===== config.mk =====
export PLATFORM = sky130hd
export DESIGN_NAME = spi_cmd_sequencer
export DESIGN_NICKNAME = d
export VERILOG_FILES = /design/src/rtl/spi_cmd_pkg.sv /design/src/rtl/spi_cmd_sequencer.sv
export SDC_FILE = /design/constraint.sdc
export NUM_CORES = 1
export LEC_CHECK = 0
export CORE_AREA = 2 2 77 79
export CTS_BUF_LIST = sky130_fd_sc_hd__clkbuf_8 sky130_fd_sc_hd__clkbuf_16
export DETAILED_ROUTE_END_ITERATION = 8
export DIE_AREA = 0 0 79 81
export GPL_TIMING_DRIVEN = 0
export PLACE_DENSITY_LB_ADDON = 0.05
export SYNTH_ARGS = -nofsm -noshare
export SYNTH_HDL_FRONTEND = slang
export SYNTH_SLANG_ARGS = --single-unit

===== constraint.sdc =====
create_clock -name clock -period 2.86 [get_ports clock]
set_input_delay 0.429 -clock clock [delete_from_list [all_inputs] [get_ports clock]]
set_output_delay 0.429 -clock clock [all_outputs]
set_load 0.05 [all_outputs]

===== src/rtl/spi_cmd_pkg.sv =====
// rtl/spi_cmd_pkg.sv - shared constants and types for the SPI command sequencer
//
// Purpose: command-word layout, opcode values and the sequencer state
// encoding, shared by the sequencer and anything that builds command words.
// Ports: none (package).

package spi_cmd_pkg;

  // Command word layout: [15:8] opcode, [7:0] argument (data byte or delay).
  localparam int CMD_W   = 16;
  localparam int OP_LSB  = 8;
  localparam int ARG_LSB = 0;
  localparam int ARG_W   = 8;

  localparam logic [7:0] OP_DATA   = 8'h00;
  localparam logic [7:0] OP_CS_ON  = 8'h01;
  localparam logic [7:0] OP_CS_OFF = 8'h02;
  localparam logic [7:0] OP_DELAY  = 8'h03;

  typedef enum logic [2:0] {
    IDLE  = 3'd0,
    GO    = 3'd1,
    WAIT  = 3'd2,
    STORE = 3'd3,
    DELAY = 3'd4
  } state_t;

endpackage


===== src/rtl/spi_cmd_sequencer.sv =====
// rtl/spi_cmd_sequencer.sv - command FIFO to SPI byte-engine sequencer
//
// Purpose: pops 16-bit command words from a show-ahead FIFO and executes them:
// DATA words become one-byte engine transfers whose received byte is pushed
// into a result FIFO; CS_ON/CS_OFF drive a manual chip-select; DELAY idles
// for arg+1 cycles; unknown opcodes set a sticky error and are discarded.
//
// Ports:
//   clock, reset       system clock, asynchronous active-low reset
//   enable             allows new command fetches (sampled in IDLE only)
//   cmd_data/empty/rd  command FIFO head, empty flag, pop strobe
//   res_data/wr/full   result FIFO write data, push strobe, full flag
//   eng_go/data        engine start pulse and byte to transmit
//   eng_done/result    engine completion pulse and received byte
//   cs_active          manual chip-select request
//   busy               high whenever a command is executing
//   err_opcode         sticky unknown-opcode flag
//   tx_count           completed data transfers, wraps

module spi_cmd_sequencer
  import spi_cmd_pkg::*;
#(
  parameter int OP_W  = 8,
  parameter int CNT_W = 16
) (
  input  logic             clock,
  input  logic             reset,
  input  logic             enable,
  input  logic [CMD_W-1:0] cmd_data,
  input  logic             cmd_empty,
  output logic             cmd_rd,
  output logic [7:0]       res_data,
  output logic             res_wr,
  input  logic             res_full,
  output logic             eng_go,
  output logic [7:0]       eng_data,
  input  logic             eng_done,
  input  logic [7:0]       eng_result,
  output logic             cs_active,
  output logic             busy,
  output logic             err_opcode,
  output logic [CNT_W-1:0] tx_count
);

  state_t state_q, state_d;

  logic [OP_W-1:0]  opcode;
  logic [ARG_W-1:0] arg;
  // Only the argument byte of a popped word is needed after the pop edge;
  // the opcode is fully decoded in IDLE.
  logic [ARG_W-1:0] cmd_arg_q;
  logic [7:0]       res_reg_q;
  logic [ARG_W-1:0] cnt_q;
  logic             cs_q;
  logic             err_q;
  logic [CNT_W-1:0] tx_count_q;

  assign opcode = cmd_data[OP_LSB +: OP_W];
  assign arg    = cmd_data[ARG_LSB +: ARG_W];

  // Gated by reset so no pop strobe can reach the FIFO while held in reset.
  assign cmd_rd = reset && (state_q == IDLE) && enable && !cmd_empty;

  always_ff @(posedge clock or negedge reset) begin
    if (!reset) begin
      state_q <= IDLE;
    end else begin
      state_q <= state_d;
    end
  end

  always_comb begin
    state_d = state_q;
    case (state_q)
      IDLE: begin
        if (cmd_rd) begin
          case (opcode)
            OP_DATA:  state_d = GO;
            OP_DELAY: state_d = DELAY;
            default:  state_d = IDLE;
          endcase
        end
      end
      GO:      state_d = WAIT;
      WAIT:    if (eng_done) state_d = STORE;
      STORE:   if (!res_full) state_d = IDLE;
      DELAY:   if (cnt_q == '0) state_d = IDLE;
      default: state_d = IDLE;
    endcase
  end

  always_ff @(posedge clock or negedge reset) begin
    if (!reset) begin
      cmd_arg_q  <= '0;
      res_reg_q  <= '0;
      cnt_q      <= '0;
      cs_q       <= 1'b0;
      err_q      <= 1'b0;
      tx_count_q <= '0;
    end else begin
      if (cmd_rd) begin
        cmd_arg_q <= arg;
        // CS and error side effects land on the pop edge itself, so these
        // words never leave IDLE and can be popped back to back.
        case (opcode)
          OP_DATA:   begin end
          OP_CS_ON:  cs_q  <= 1'b1;
          OP_CS_OFF: cs_q  <= 1'b0;
          OP_DELAY:  cnt_q <= arg;
          default:   err_q <= 1'b1;
        endcase
      end else if ((state_q == DELAY) && (cnt_q != '0)) begin
        cnt_q <= cnt_q - ARG_W'(1);
      end

      if ((state_q == WAIT) && eng_done) begin
        res_reg_q <= eng_result;
      end

      if (res_wr) begin
        tx_count_q <= tx_count_q + CNT_W'(1);
      end
    end
  end

  assign eng_go     = (state_q == GO);
  assign eng_data   = cmd_arg_q;
  // The result is held in res_reg_q, so a full result FIFO only delays the push.
  assign res_wr     = (state_q == STORE) && !res_full;
  assign res_data   = res_reg_q;
  assign cs_active  = cs_q;
  assign busy       = (state_q != IDLE);
  assign err_opcode = err_q;
  assign tx_count   = tx_count_q;

endmodule

# ---- Word level (Yosys, flattened, before mapping)
# Cells that the tools add are included.
dict set report totals {
  elab_cells 52
  register_bits 45
  in_bits 30
  out_inout_bits 38
}
dict set report classes {
  n_addsub 2
  n_eq_ne 12
  bitwise_logic 1
  n_reduce_logical 20
  mux 10
}
# op n
set op_table {}
lappend op_table {{$mux 8} 3}
lappend op_table {{$add 16x1->16 const B} 1}
lappend op_table {{$eq 8x2->1 const B} 2}
lappend op_table {{$logic_not 8->1} 2}
lappend op_table {{$pmux 3 s5} 1}
lappend op_table {{$mux 3} 4}
lappend op_table {{$eq 8x1->1 const B} 1}
lappend op_table {{$ne 2x2->1 const B} 4}
lappend op_table {{$reduce_bool 8->1} 1}
lappend op_table {{$sub 8x1->8 const B} 1}
lappend op_table {{$eq 3x2->1 const B} 2}
lappend op_table {{$logic_and 1x1->1} 6}
lappend op_table {{$pmux 3 s2} 1}
lappend op_table {{$reduce_and 2->1} 3}
lappend op_table {{$reduce_and 4->1} 1}
lappend op_table {{$reduce_bool 2->1} 2}
lappend op_table {{$reduce_or 4->1} 1}
lappend op_table {{$eq 3x1->1 const B} 1}
lappend op_table {{$eq 3x3->1 const B} 1}
lappend op_table {{$logic_not 3->1} 1}
lappend op_table {{$reduce_bool 3->1} 1}
lappend op_table {{$logic_not 1->1} 2}
lappend op_table {{$ne 2x1->1 const B} 1}
lappend op_table {{$pmux 1 s2} 1}
lappend op_table {{$not 1->1} 1}

# ---- Longest topological paths before layout
dict set report depth {
  depth_word 6
  mapped_depth 9
  mapped_depth_nobuf 7
}

# ---- Worst setup path before layout
# OpenSTA, ideal clock, no wires.
dict set report synth_timing {
  kind {reg2out}
  from {register state_q[2]}
  to {output cmd_rd}
  n_path_buf 3
  path_slack_ns 0.735
  arrival_ns 1.696
  stages_incl_launch_ff 7
  required_time_ns 2.431
  cell_sequence {dfrtp_1 -> or3_1 -> buf_2 -> or2_1 -> buf_2 -> clkinv_2 -> buf_6}
}
dict set report synth_between {
  elab_chain_len 4
}
# item line
set synth_rtl {}
lappend synth_rtl {{from (decl)} spi_cmd_sequencer.sv:45} ;# state_t state_q, state_d;
lappend synth_rtl {{from (signal assigned)} spi_cmd_sequencer.sv:68} ;# state_q <= state_d;
lappend synth_rtl {{$logic_not 3->1} spi_cmd_sequencer.sv:62} ;# assign cmd_rd = reset && (state_q == IDLE) && enable && !cmd_empty;
lappend synth_rtl {{$logic_and 1x1->1 (3 in a row)} spi_cmd_sequencer.sv:62}
lappend synth_rtl {{to (decl)} spi_cmd_sequencer.sv:31} ;# output logic cmd_rd,
# Every way passes these cells.

# ---- Final worst setup path
dict set report layout_timing {
  from {input res_full}
  to {output res_wr}
}
dict set report layout_between {
  elab_chain_len 2
}
# item line
set layout_rtl {}
lappend layout_rtl {{from (decl)} spi_cmd_sequencer.sv:34} ;# input logic res_full,
lappend layout_rtl {{$logic_not 1->1} spi_cmd_sequencer.sv:129} ;# assign res_wr = (state_q == STORE) && !res_full;
lappend layout_rtl {{$logic_and 1x1->1} spi_cmd_sequencer.sv:129}
lappend layout_rtl {{to (decl)} spi_cmd_sequencer.sv:33} ;# output logic res_wr,
# Every way passes these cells.

==> key figures <==
Drt
  • Drt first pass iters: 4
  • Initial DRC Count: 55
  • Routed length per instance: ~14 um
  • Vias: around 1800
  • DRC: 0
  • Via/cell ratio: 4.98
  • Final WL: roughly 4.9 mm
  • Routed Antenna Nets: 0

STA
  • Crit path time final: 2690 ps
  • Hold_ws: around 71 ps
  • Worst slew pin tran: around 730 ps
  • Max Freq: around 0.37 GHz
  • Max_slew headroom: 0.508
  • Period utilisation layout: 0.940
  • Slew Viols, Final: 0
  • Final Hold Viols: 0
  • Final Skew: 9.86 ps
  • Min setup slack post-route: about 170 ps
  • Setup TNS: 0 ps
  • Final setup violation count: 0
  • Unrepaired setup endpoints after global routing: no

Critical path
  • Critical path buffers and inverters: 4
  • Most used cell along the critical path: clkdlybuf4s50_1
  • CP startpoint kind: input port
  • Worst path arrival time: between 2000 and 2500 ps
  • CP peak stage delay: 810 ps
  • Kind of end point of the critical path: output pin
  • Setup CP Type: input port to output pin
  • CP Cell Sequence: clkdlybuf4s50_1 > nand4bb_1 > clkbuf_1 > inv_1 > clkdlybuf4s50_1
  • CP required: around 2400 ps
  • Delay-heaviest family, CP: buffers and inverters
  • Crit path max fanout: 8
  • Slowest-stage cell, CP: clkdlybuf4s50_1

Logic synthesis
  • Most frequent cells after synthesis: dfrtp_1 (45), nand2_1 (36), xnor2_1 (11)
  • Largest cells by area after synthesis: dfrtp_1 (52%), nand2_1 (6.3%), xnor2_1 (4.5%)
  • Cell accounting for the most synthesized area: dfrtp_1
  • Register area share after synthesis: 0.522
  • Top cell type's share of synthesized area: 0.522
  • Commonest register cell after synthesis: dfrtp_1
  • Post-synthesis cell count: roughly 200
  • Synth Cell Area: around 2200 um^2
  • Most frequent cell after synthesis: dfrtp_1
  • Netlist cell types: approximately 50
  • Mapped Avg Cell Area: around 11 um^2
  • Number of flops mapped to enable cells by yosys: 0
  • Seq cells post-synth: 45
  • Syn_nets: approximately 240
  • Ys async rst share: 1.00
  • Ys Warns: 0

Die
  • Die Ht: 81 um
  • Std-Cell Rows: 28
  • Core area: 5680 um^2
  • Die area: 6400 um^2
  • Width of the die: ~79 um
  • Top Ports: 68
  • Initial Utilization: 0.380

Placement
  • Placed cells: 345
  • Port bufs: 67
  • Pre-CTS setup slack: -261 ps
  • RePlAce Congestion: ~0.84
  • DP HPWL: roughly 3.6 mm

Cells and area
  • Area grow syn2layout: 40.8%
  • Layout cell share with drive strength beyond 1: 0.137
  • Inserted Diodes: 0
  • Final #Nets: 310
  • Fin cells: around 350

Global routing
  • Vias in the first global route: between 1500 and 2000
  • GR Overflow Total: 0
  • Overall Global Routing Usage: 0.168
  • Initial antenna violation count: 0
  • Largest net degree at the start of global routing: 30
  • First-pass GRT wire length: 8.48 mm

Clocking
  • CTS root buffer: clkbuf_8
  • CTS tree: built
  • # hold bufs at CTS: 0
  • H-tree levels: 2
  • CTS buffer count: 5
  • Clock transition at path regs: roughly 90 ps
  • Clock tree sinks: 45
  • Clk buf depth: 2
  • Worst-skew pair later-pin latency: 290 ps

Hold path
  • Min-delay worst type: input port to async pin

Run status
  • Status: completed

Power
  • Max IR drop VDD: roughly 0.61 mV
  • Total design power: between 0.002 and 0.003 W
  • P per Cell Area: approximately 860 nW/um^2
  • Leak: about 1.3 nW

Flow run
  • # Max-Cap Violations: 0
==> through the flow <==
step                 util  cell area, um^2
finish              0.535             3040
global route        0.535             3040
CTS                 0.536             3040
detailed placement  0.518             2940
global placement    0.515             2920
floorplan               -             2160
==> path summary, 6_finish.rpt <==
path                                      to  slack [ps]  cells after the start       start
worst max-delay path                  res_wr         170                      5    res_full
worst min-delay path            tx_count[15]          70                      1       reset
worst max register to register      cnt_q[1]         800                      5    cnt_q[4]
worst min register to register    err_opcode         460                      1  err_opcode
max in group asynchronous         state_q[2]        2300                      2       reset
min in group clock                err_opcode         460                      1  err_opcode
==> sequential cells by signal, summed over array words and instances, names as in the netlist <==
register / cells
tx_count: 16
cnt_q: 8
eng_data: 8
res_data: 8
state_q: 3
cs_active: 1
err_opcode: 1
==> metal layers <==
metal / vias to the layer above / GRT usage / wire (um)
met1: 840 / 0.221 / 2280
met5: - / 0 / 0
met4: 0 / 0.0586 / 46
met3: 4 / 0.0456 / 236
met2: 52 / 0.270 / 2300
li1: 862 / - / -
==> final cells by class <==
| cell class | count | area (um^2) |
|---|---|---|
| Buffer | 7 | 43.8 |
| Clock buffer | 7 | 96.3 |
| Clock inverter | 1 | 8.76 |
| Fill cell | 540 | 2640 |
| Inverter | 11 | 45.0 |
| Multi-Input combinational cell | 139 | 943 |
| Sequential cell | 45 | 1130 |
| Tap cell | 75 | 93.8 |
| Timing Repair Buffer | 68 | 681 |
==> cells in the final DEF, fill, tap and decap left out, types with 2 or more instances in the layout <==
cell type	Yosys	final
a21o_1	2	2
a21oi_1	3	3
a2bb2oi_1	2	2
a31oi_1	3	3
and3_1	2	2
buf_2	2	4
buf_4	2	2
clkbuf_1	2	2
clkbuf_8	0	7
clkdlybuf4s50_1	0	65
dfrtp_1	45	45
ha_1	3	3
inv_1	9	9
mux2_2	8	8
nand2_1	36	36
nand3_1	5	5
nand4_1	2	2
nor2_1	10	10
nor3_1	7	7
nor4_1	4	4
o21ai_0	3	3
o22ai_1	6	6
o2bb2ai_1	3	3
xnor2_1	11	11
xor2_1	4	4
==> power breakdown <==
group          leakage, nW  internal (W)  switching (W)
Clock               0.0549      0.000223       0.000217
Combinational        0.713      0.000460       0.000813
Sequential           0.566      0.000797       0.000107
==> cells by family after synthesis <==
family                     count (synthesis)  synth area share
buffers and inverters                     18            0.0412
AOI/OAI and AO/OA                         30             0.107
muxes                                     10            0.0533
xor gates and xnor gates                  15            0.0609
DFF                                       45             0.522
and+or+nand+nor                           81             0.199
adders and majority gates                  3            0.0174
==> what timing repair did <==
item                                    CTS  global route
endpoints found under the setup margin    1             1
gates resized for setup                   3             2
setup buffers                             0             0
gates cloned                              0             0
pin swaps                                 0             0
Power figures use the tool's default switching activity.
